==> config.mk <==
export PLATFORM = sky130hd
export DESIGN_NAME = mem_arbiter
export DESIGN_NICKNAME = d
export VERILOG_FILES = /design/src/rtl/mem_arbiter_pkg.sv /design/src/rtl/mem_arbiter_rr_arb2.sv /design/src/rtl/mem_arbiter.sv
export SDC_FILE = /design/constraint.sdc
export NUM_CORES = 1
export LEC_CHECK = 0
export ABC_AREA = 1
export BUFFER_PORTS_ARGS = -buffer_cell sky130_fd_sc_hd__clkbuf_2
export CORE_AREA = 5 5 150 152
export DETAILED_ROUTE_END_ITERATION = 10
export DIE_AREA = 0 0 155 157
export PLACE_DENSITY = 0.51
export SYNTH_ARGS = -nofsm -noshare
export SYNTH_HDL_FRONTEND = slang
export SYNTH_SLANG_ARGS = --single-unit
==> constraint.sdc <==
create_clock -name clk -period 2.5 [get_ports clk]
set_input_delay 0.5 -clock clk [delete_from_list [all_inputs] [get_ports clk]]
set_output_delay 0.5 -clock clk [all_outputs]
set_load 0.03 [all_outputs]
==> src/rtl/mem_arbiter_pkg.sv <==
// rtl/mem_arbiter_pkg.sv - shared constants and response record for mem_arbiter
package mem_arbiter_pkg;

    localparam int ADDR_W    = 32;
    localparam int DATA_W    = 32;
    localparam int DEPTH     = 256;
    localparam int NUM_SLOTS = 2;

    typedef struct packed {
        logic pend;
        logic port;
        logic we;
        logic err;
    } rsp_rec_t;

endpackage

==> src/rtl/mem_arbiter_rr_arb2.sv <==
// rtl/mem_arbiter_rr_arb2.sv - two-slot round-robin grant with priority pointer
module rr_arb2 (
    input  logic       clk,
    input  logic       rst_n,
    input  logic [1:0] req_valid,
    output logic [1:0] grant
);

    logic ptr;

    always_comb begin
        grant = 2'b00;
        if (rst_n) begin
            case (req_valid)
                2'b01:   grant = 2'b01;
                2'b10:   grant = 2'b10;
                2'b11:   grant = ptr ? 2'b10 : 2'b01;
                default: grant = 2'b00;
            endcase
        end
    end

    // Pointer lands on the slot that lost (or was not granted) this cycle.
    always_ff @(posedge clk or negedge rst_n) begin
        if (!rst_n) begin
            ptr <= 1'b0;
        end else if (|grant) begin
            ptr <= grant[0];
        end
    end

endmodule

==> src/rtl/mem_arbiter.sv <==
// rtl/mem_arbiter.sv - two-slot memory arbiter with fixed-latency responses
module mem_arbiter
    import mem_arbiter_pkg::NUM_SLOTS, mem_arbiter_pkg::rsp_rec_t;
#(
    parameter int ADDR_W = mem_arbiter_pkg::ADDR_W,
    parameter int DATA_W = mem_arbiter_pkg::DATA_W,
    parameter int DEPTH  = mem_arbiter_pkg::DEPTH,
    parameter int CNT_W  = 16
) (
    input  logic                 clk,
    input  logic                 rst_n,
    input  logic [NUM_SLOTS-1:0] req_valid,
    output logic [NUM_SLOTS-1:0] req_ready,
    input  logic [NUM_SLOTS-1:0] req_we,
    input  logic [ADDR_W-1:0]    req_addr0,
    input  logic [ADDR_W-1:0]    req_addr1,
    input  logic [DATA_W-1:0]    req_wdata0,
    input  logic [DATA_W-1:0]    req_wdata1,
    output logic [NUM_SLOTS-1:0] rsp_valid,
    output logic [DATA_W-1:0]    rsp_rdata0,
    output logic [DATA_W-1:0]    rsp_rdata1,
    output logic [NUM_SLOTS-1:0] rsp_err,
    output logic                 mem_wr_en,
    output logic [ADDR_W-1:0]    mem_wr_addr,
    output logic [DATA_W-1:0]    mem_data_in,
    output logic [DATA_W-1:0]    mem_wr_data,
    output logic                 mem_rd_en,
    output logic [ADDR_W-1:0]    mem_rd_addr,
    input  logic [DATA_W-1:0]    mem_data_out,
    output logic [CNT_W-1:0]     acc_cnt0,
    output logic [CNT_W-1:0]     acc_cnt1
);

    localparam logic [ADDR_W:0] DEPTH_L = (ADDR_W + 1)'(DEPTH);

    logic [1:0]        grant;
    logic              acc;
    logic              sel;
    logic              we;
    logic              in_range;
    logic              wr_go;
    logic              rd_go;
    logic [ADDR_W-1:0] addr;
    logic [DATA_W-1:0] wdata;
    rsp_rec_t          rec;

    rr_arb2 u_arb (
        .clk       (clk),
        .rst_n     (rst_n),
        .req_valid (req_valid),
        .grant     (grant)
    );

    assign req_ready = grant;
    assign acc       = |grant;
    assign sel       = grant[1];
    assign addr      = sel ? req_addr1 : req_addr0;
    assign wdata     = sel ? req_wdata1 : req_wdata0;
    assign we        = sel ? req_we[1] : req_we[0];
    assign in_range  = {1'b0, addr} < DEPTH_L;
    assign wr_go     = acc & we & in_range;
    assign rd_go     = acc & ~we & in_range;

    // Address/data buses are forced to zero whenever their enable is idle.
    assign mem_wr_en   = wr_go;
    assign mem_wr_addr = wr_go ? addr : '0;
    assign mem_wr_data = wr_go ? wdata : '0;
    assign mem_data_in = mem_wr_data;
    assign mem_rd_en   = rd_go;
    assign mem_rd_addr = rd_go ? addr : '0;

    always_ff @(posedge clk or negedge rst_n) begin
        if (!rst_n) begin
            rec <= '0;
        end else begin
            rec <= '{pend: acc, port: sel, we: we, err: ~in_range};
        end
    end

    // Read data comes straight from the registered memory port in the response cycle.
    always_comb begin
        rsp_valid  = '0;
        rsp_err    = '0;
        rsp_rdata0 = '0;
        rsp_rdata1 = '0;
        if (rec.pend) begin
            rsp_valid[rec.port] = 1'b1;
            rsp_err[rec.port]   = rec.err;
            if (!rec.we && !rec.err) begin
                if (rec.port) begin
                    rsp_rdata1 = mem_data_out;
                end else begin
                    rsp_rdata0 = mem_data_out;
                end
            end
        end
    end

    always_ff @(posedge clk or negedge rst_n) begin
        if (!rst_n) begin
            acc_cnt0 <= '0;
            acc_cnt1 <= '0;
        end else begin
            if (grant[0] && (acc_cnt0 != '1)) begin
                acc_cnt0 <= acc_cnt0 + CNT_W'(1);
            end
            if (grant[1] && (acc_cnt1 != '1)) begin
                acc_cnt1 <= acc_cnt1 + CNT_W'(1);
            end
        end
    end

endmodule

==> results of run 1 <==
==> critical path, stage by stage <==
cell	delay, ps
clkbuf_2	160
nand2_8	70
inv_8	70
nand2_8	70
clkbuf_16	160
o21ai_2	120
nand2_1	60
nor2_1	100
nand2_1	90
nor2_4	140
nand4_4	140
buf_16	240
nor2_4	160
clkbuf_4	200
==> power by group through the flow <==
stage | Clock, mW | Sequential, mW | Combinational (mW)
detailed placement | 0 | 0.857 | 1.06
CTS | 0.710 | 0.847 | 1.07
floorplan | 0 | 1.01 | 0.560
finish | 0.696 | 0.844 | 1.08
global placement | 0 | 0.858 | 1.06
global route | 0.738 | 0.866 | 1.20
==> worst min path at each step <==
| stage | endpoint | startpoint | cells past startpoint | slack, ps |
|---|---|---|---|---|
| 4_1_cts | acc_cnt1[8] | rst_n | 3 | 490 |
| 3_5_place_dp | acc_cnt1[14] | acc_cnt1[14] | 1 | 500 |
| 3_3_place_gp | acc_cnt1[14] | acc_cnt1[14] | 1 | 490 |
| 6_report | acc_cnt0[2] | rst_n | 3 | 460 |
| 5_1_grt | u_arb.ptr | rst_n | 3 | 510 |
| 2_1_floorplan | acc_cnt0[0] | rst_n | 0 | 200 |
==> registers in the layout (all words and copies together) (netlist names) <==
register and count:
acc_cnt0 16, acc_cnt1 16, rec 4, u_arb.ptr 1
==> routing by layer <==
metal  vias up  share of wire  global-route usage  wire length, um
li1       2700              -                   -                -
met1      2325           0.40               0.173             7470
met2       201           0.52               0.249             9840
met3        14          0.066              0.0231             1240
met4         0          0.012              0.0206              231
met5         -              0                   0                0
==> cell type report <==
class	instances	area (um^2)
Clock buffer	5	125
Clock inverter	2	35.0
Fill cell	2259	13600
Inverter	111	427
Multi-Input combinational cell	500	2730
Sequential cell	37	926
Tap cell	275	344
Timing Repair Buffer	388	2660
==> synth_stat cells (all sizes together) <==
library cell,number
nand4,10
buf,99
ha,2
nand3b,14
o21bai,1
nand3,12
a21oi,1
xor2,21
nor2,80
nor4,2
clkbuf,11
or2,2
o21ai,7
nor3,76
xnor2,7
mux2i,8
inv,111
conb,1
nand2,209
dfrtp,37
==> cell families after synthesis <==
group	synth area share
muxes	0.0182
adders and majority gates	0.00570
AOI/OAI and AO/OA	0.0108
DFF	0.211
other	0.000855
xor gates and xnor gates	0.0559
and+or+nand+nor	0.424
buffers and inverters	0.274
==> timing repair <==
item / in CTS / in global routing
hold buffers: 0 / 0
resized for setup: 121 / 109
cloned: 0 / 2
pin swaps: 2 / 1
buffers inserted: 0 / 2
endpoints found under the setup margin: 82 / 84
==> results by group, run 1 <==
Outcome
  • Status: finished with violations
  • Failing checks: negative setup slack

Yosys
  • Leading area contributor after synthesis: dfrtp_1
  • Synth top area cells: dfrtp_1 21%, nand2_1 18%, buf_4 14%
  • Netlist cell types: 31
  • Post-Synthesis Cells: 711
  • Flops & latches, synth: 37
  • Share of the synthesized area in the top cell type: 0.211
  • Register area share after synthesis: 0.211
  • Syn. warnings: 0
  • Mapped cell area: 4390 um^2
  • Syn_area_per_cell: 6.17 um^2

STA
  • Fin worst setup slack: -322 ps
  • Minimum clock period: 2820 ps
  • Max Fclk: approximately 350 MHz
  • Hold Fails Final Rpt: 0
  • Fin. max-slew vios: 0
  • Period utilization: 1.13
  • Layout Skew: 4.79 ps
  • Sum Neg Setup Slack: -21180 ps
  • # setup viols final: 82
  • Unrepaired setup endpoints after global routing: true
  • Hold Slack: 465 ps

Power and ir drop
  • Clock network power share: 0.265
  • P per Cell Area: 362 nW/um^2
  • Comb power frac: 0.413
  • Pint: 1.52 mW
  • Cell leakage power: 4.16 nW
  • Total power: 2.62 mW
  • Worst IR drop on VDD: 0.564 mV
  • Reg power frac: 0.322
  • Switching share of power: 0.419
  • Sw Pwr: 1.10 mW

Routing
  • DRC Markers: 0
  • Wire per inst: 14.3 um
  • DR vias/cell: 3.98
  • DR pass1 iterations: 4
  • Antenna Nets Post-Route: 0
  • Total routed wirelength: about 19 mm
  • Via count: 5240
  • First DRT Iteration DRCs: 203

Worst setup path
  • Critical path peak fanout: 27
  • Reg2reg setup slack: 690 ps
  • CP Class: input port to output port
  • Worst setup path endpoint: mem_wr_data[25]
  • Reg2reg start: acc_cnt1[0]
  • FF-to-FF path depth: 9
  • Critical Path Source: req_valid[1]
  • Worst setup SP type: input port
  • R2R Path End: acc_cnt1[15]
  • Required @ worst endpoint: 2000 ps
  • Arr. time, crit path: between 2000 and 2500 ps
  • Crit end category: output port

Placed design
  • Gpl congestion: a little over 0.8
  • Post-place instance area: approximately 6400 um^2
  • Dpl cells: between 1000 and 1500
  • Dpl hpwl: ~16 mm
  • Port Buf Inserts: between 300 and 400
  • Place WS: -337 ps

Die
  • Placeable Area: 20900 um^2
  • Chip Height: 157 um
  • Boundary pin count: 398
  • Initial core utilization: 0.210
  • FP Rows: 53
  • Die width: 155 um
  • Die area: between 20000 and 25000 um^2

Cells and area
  • Nets: approximately 1200
  • P&R area growth vs syn: 65.0%
  • Most frequent cells in the layout: 266 x clkbuf_2, 203 x nand2_1, 106 x inv_1, 74 x nor3_1, 48 x conb_1
  • Final Util: 0.347
  • Non-Filler Instances: roughly 1300
  • Post-route design area: 7240 um^2
  • Antenna diodes: 0
  • Commonest non-fill, non-tap cell in the layout: clkbuf_2
  • Proportion of layout cells with a drive suffix above 1: 0.448

Clock network
  • H-tree depth: 2
  • CTS clk-pin slew, worst paths: 50 ps
  • Clock sink total: 37
  • CTS tree: built
  • Max clock buf depth: 2
  • Clock tree root driver cell: clkbuf_16
  • Clock Latency Late Sink: 280 ps
  • Cts bufs inserted: 5

GRT
  • Antenna violations before repair: 0
  • Global-route wire length before repair: about 27 mm
  • GR Overflow Total: 0
  • All-Layer GR Usage: 0.137
  • Largest net degree at the start of global routing: 65
  • Vias in the first global route: approximately 5000

Worst hold path
  • Hold crit path type: input port to async pin

Run
  • Max_cap viols: 0
Power figures use the tool's default switching activity.
==> run 2, diff against run 1 <==
--- a/config.mk
+++ b/config.mk
@@ -7,10 +7,14 @@
 export LEC_CHECK = 0
 export ABC_AREA = 1
 export BUFFER_PORTS_ARGS = -buffer_cell sky130_fd_sc_hd__clkbuf_2
+export CELL_PAD_IN_SITES_DETAIL_PLACEMENT = 1
+export CELL_PAD_IN_SITES_GLOBAL_PLACEMENT = 1
 export CORE_AREA = 5 5 150 152
 export DETAILED_ROUTE_END_ITERATION = 10
 export DIE_AREA = 0 0 155 157
-export PLACE_DENSITY = 0.51
+export PLACE_DENSITY = 0.75
+export SETUP_SLACK_MARGIN = 0.15
 export SYNTH_ARGS = -nofsm -noshare
 export SYNTH_HDL_FRONTEND = slang
+export SYNTH_HIERARCHICAL = 1
 export SYNTH_SLANG_ARGS = --single-unit
==> results by group, run 2 <==
Worst setup path
  • Crit-path most repeated cell: nand2_1
  • CP Class: input port to output port
  • Critical Path Source: rst_n
  • Crit path max-delay cell type: a21oi_4
  • CP bufs+invs: 4 (-1)
  • Crit end category: output port
  • FF-to-FF path depth: 7 (-2)
  • R2R Path End: acc_cnt1[10]
  • Arr. time, crit path: 2370 ps (+50 ps)
  • Worst setup path endpoint: mem_wr_data[25]
  • Reg2reg start: acc_cnt1[0]
  • CP top delay family: simple AND/OR/NAND/NOR gates
  • Worst setup SP type: input port
  • Worst path cell trace: clkbuf_4 -> nand2_8 -> a21oi_4 -> buf_12 -> nand2_1 -> nand2_2 -> nand2_1 -> nor2_1 -> nand2_1 -> nor2_4 -> nand3_4 -> buf_12 -> nor2_4 -> clkbuf_8
  • Reg2reg setup slack: 430 ps (-260 ps)
  • Instance count on the critical path: 14 (unchanged)
  • Required @ worst endpoint: 2000 ps (about the same)
  • Max stage delay on crit path: 210 ps (-30 ps)
  • Critical path peak fanout: 24 (-11%)

GRT
  • M3 GR Usage: 0.0707 (+0.0476)
  • GR Util met2: 0.307 (+0.0578)
  • Largest net degree at the start of global routing: 38 (-42%)
  • GR Overflow Total: 0 (unchanged)
  • Met1 usage: 0.209 (+0.0360)
  • Global-route wire length before repair: 34.0 mm (+26%)
  • Antenna violations before repair: 3 (+3)
  • Vias in the first global route: 5825 (+17%)
  • Busiest grt layer: met2
  • All-Layer GR Usage: 0.179 (+0.0419)

Power and ir drop
  • Worst IR drop on VDD: 0.457 mV (-19%)
  • Total power: 2.61 mW (-0.37%)
  • P per Cell Area: 342 nW/um^2 (-5.5%)
  • Cell leakage power: 3.98 nW (-4.5%)

Cells and area
  • Fillers: 2658 (+18%)
  • P&R area growth vs syn: 73.0%
  • Largest registers: acc_cnt0: 16 flops, acc_cnt1: 16 flops, rec: 4 flops
  • Most frequent cells in the layout: 253 x clkbuf_2, 175 x nand2_1, 90 x inv_1, 58 x buf_8, 48 x conb_1
  • Non-Filler Instances: 1288 (-2.3%)
  • Post-route design area: 7630 um^2 (+5.4%)
  • Commonest non-fill, non-tap cell in the layout: clkbuf_2
  • Nets: 1178 (-2.7%)
  • Proportion of layout cells with a drive suffix above 1: 0.484 (+0.0359)

STA
  • Worst slew margin: 0.503
  • Unrepaired setup endpoints after global routing: true
  • Least-Margin Pin Slew: 745 ps
  • Period utilization: 1.15 (+0.0182)
  • Hold Fails Final Rpt: 0 (unchanged)
  • Fin. max-slew vios: 0 (unchanged)
  • Minimum clock period: 2870 ps (+45.6 ps)
  • Layout Skew: 8.09 ps (+3.30 ps)
  • Fin worst setup slack: -367 ps (-45.6 ps)
  • Max Fclk: 349 MHz (-1.6%)
  • # setup viols final: 82 (unchanged)

Run
  • Max_cap viols: 0 (unchanged)

Placed design
  • Gpl congestion: 0.841 (+1.1%)
  • Port Buf Inserts: 349 (unchanged)
  • Post-place instance area: 6630 um^2 (+4.2%)
  • Dpl cells: 1278 (-2.2%)
  • Dpl hpwl: 19.0 mm (+21%)

Clock network
  • H-tree depth: 2 (unchanged)
  • Clock sink total: 37 (unchanged)
  • Postcts setup bufs: 0 (unchanged)
  • Clock tree root driver cell: clkbuf_16
  • Cts bufs inserted: 5 (unchanged)
  • CTS clk-pin slew, worst paths: 60 ps (about the same)
  • CTS tree: built
  • Max clock buf depth: 2 (unchanged)
  • Clock Latency Late Sink: 280 ps (about the same)

Routing
  • Antenna Nets Post-Route: 0 (unchanged)
  • DR pass1 iterations: 4 (unchanged)
  • First DRT Iteration DRCs: 167 (-18%)
  • DRC Markers: 0 (unchanged)
  • Via count: 5440 (+3.8%)
  • DR vias/cell: 4.22 (+6.2%)
  • Wire per inst: 18.3 um (+29%)
  • Total routed wirelength: 23.6 mm (+26%)

Outcome
  • Failing checks: negative setup slack
  • Status: finished with violations

Yosys
  • Syn_area_per_cell: 6.49 um^2 (+5.1%)
  • Count leader, synth: nand2_1
  • Syn. warnings: 6 (+6)
  • Flops & latches, synth: 37 (unchanged)
  • Most frequent cells after synthesis: 179 x nand2_1, 91 x inv_1, 81 x buf_4, 69 x nor3_1, 40 x mux2i_1
  • Top FF cell, synth: dfrtp_1
  • Synth top area cells: dfrtp_1 21%, nand2_1 15%, buf_4 14%
  • Post-Synthesis Cells: 680 (-4.4%)
  • Number of flops mapped to enable cells by yosys: 0 (unchanged)
  • Mapped cell area: 4410 um^2 (+0.51%)
  • Leading area contributor after synthesis: dfrtp_1
  • Register area share after synthesis: 0.210 (-0.00108)
  • Netlist cell types: 30 (-3.2%)
  • Share of the synthesized area in the top cell type: 0.210 (-0.00108)
  • Async SR Flop Fraction: 1.00 (unchanged)

Die
  • Die area: 24300 um^2 (unchanged)
  • Die width: 155 um (unchanged)
  • Boundary pin count: 398 (unchanged)
  • FP Rows: 53 (unchanged)
  • Placeable Area: 20900 um^2 (unchanged)
  • Initial core utilization: 0.211 (+0.00108)
  • Chip Height: 157 um (unchanged)

Worst hold path
  • Hold crit path type: input port to async pin
[run 2: cell types whose count changed after synthesis, moves of 10 or more]
cell,delta
mux2i_1,+32
nand2_1,-27
inv_1,-17
xor2_1,-16
nand3b_1,-10
xnor2_1,+10
[run 2: cell families (layout without fill, tap and decap cells)]
kind of cell    after synthesis  count (layout)  synth area share
compound gates               17              17            0.0201
xor+xnor                     22              22            0.0437
fa+ha+maj                     2               2           0.00567
buf+inv                     203             487             0.260
flops                        37              37             0.210
mux                          40              40            0.0908
other cells                   1              50          0.000850
simple gates                358             358             0.369
[run 2: metal layers]
metal / part of all wire / vias to the layer above
li1: - / 2628
met1: 0.38 / 2532
met2: 0.50 / 238
met3: 0.096 / 38
met4: 0.023 / 4
met5: 0.0011 / -
[run 2: area by class of cell]
class	instances	area, um^2	share of cell area
tap	275	344	0.0451
antenna	2	5.00	0.000656
multi-input combinational	487	2920	0.382
clock buffer	7	143	0.0187
clock inverter	1	30.0	0.00394
sequential	37	926	0.121
inverter	93	354	0.0464
timing repair buffer	386	2910	0.382
[run 2: how the worst min path moves through the flow]
stage	start	endpoint	slack, ps	depth (start not counted)
after CTS	rst_n	acc_cnt1[10]	500	3
final	rst_n	acc_cnt1[13]	490	3
after global placement	acc_cnt0[14]	acc_cnt0[14]	520	2
after floorplan	rst_n	acc_cnt0[0]	200	0
after detailed placement	acc_cnt0[0]	acc_cnt0[0]	520	1
after global routing	rst_n	acc_cnt1[13]	530	3
[run 2: through the flow]
step / TNS (ps) / hold WS, ps / setup slack [ps] / utilization
3_5_place_dp: -32210 / 522 / -447 / 0.318
2_1_floorplan: -16550 / 204 / -314 / -
3_3_place_gp: -31100 / 523 / -412 / 0.318
5_1_grt: -36670 / 530 / -488 / 0.365
6_report: -26250 / 490 / -367 / 0.365
4_1_cts: -28720 / 500 / -399 / 0.360
[run 2: worst reg2reg max path, stage by stage (launching register included)]
cell,delay (ps)
dfrtp_1,430
ha_1,230
nand3_1,180
nor3_2,420
nand2_1,110
nand2_1,390
o21ai_0,140
nand2_1,110
[run 2: power by group]
part	internal (mW)	switching (mW)
combinational	0.371	0.697
clock	0.498	0.247
sequential	0.688	0.112
total	1.56	1.06
[run 2: what timing repair did]
item	4_1_cts	5_1_grt
gates resized for setup	169	85
endpoints found under the setup margin	128	96
gates cloned	0	0
hold buffers	0	0
pin swaps	2	3
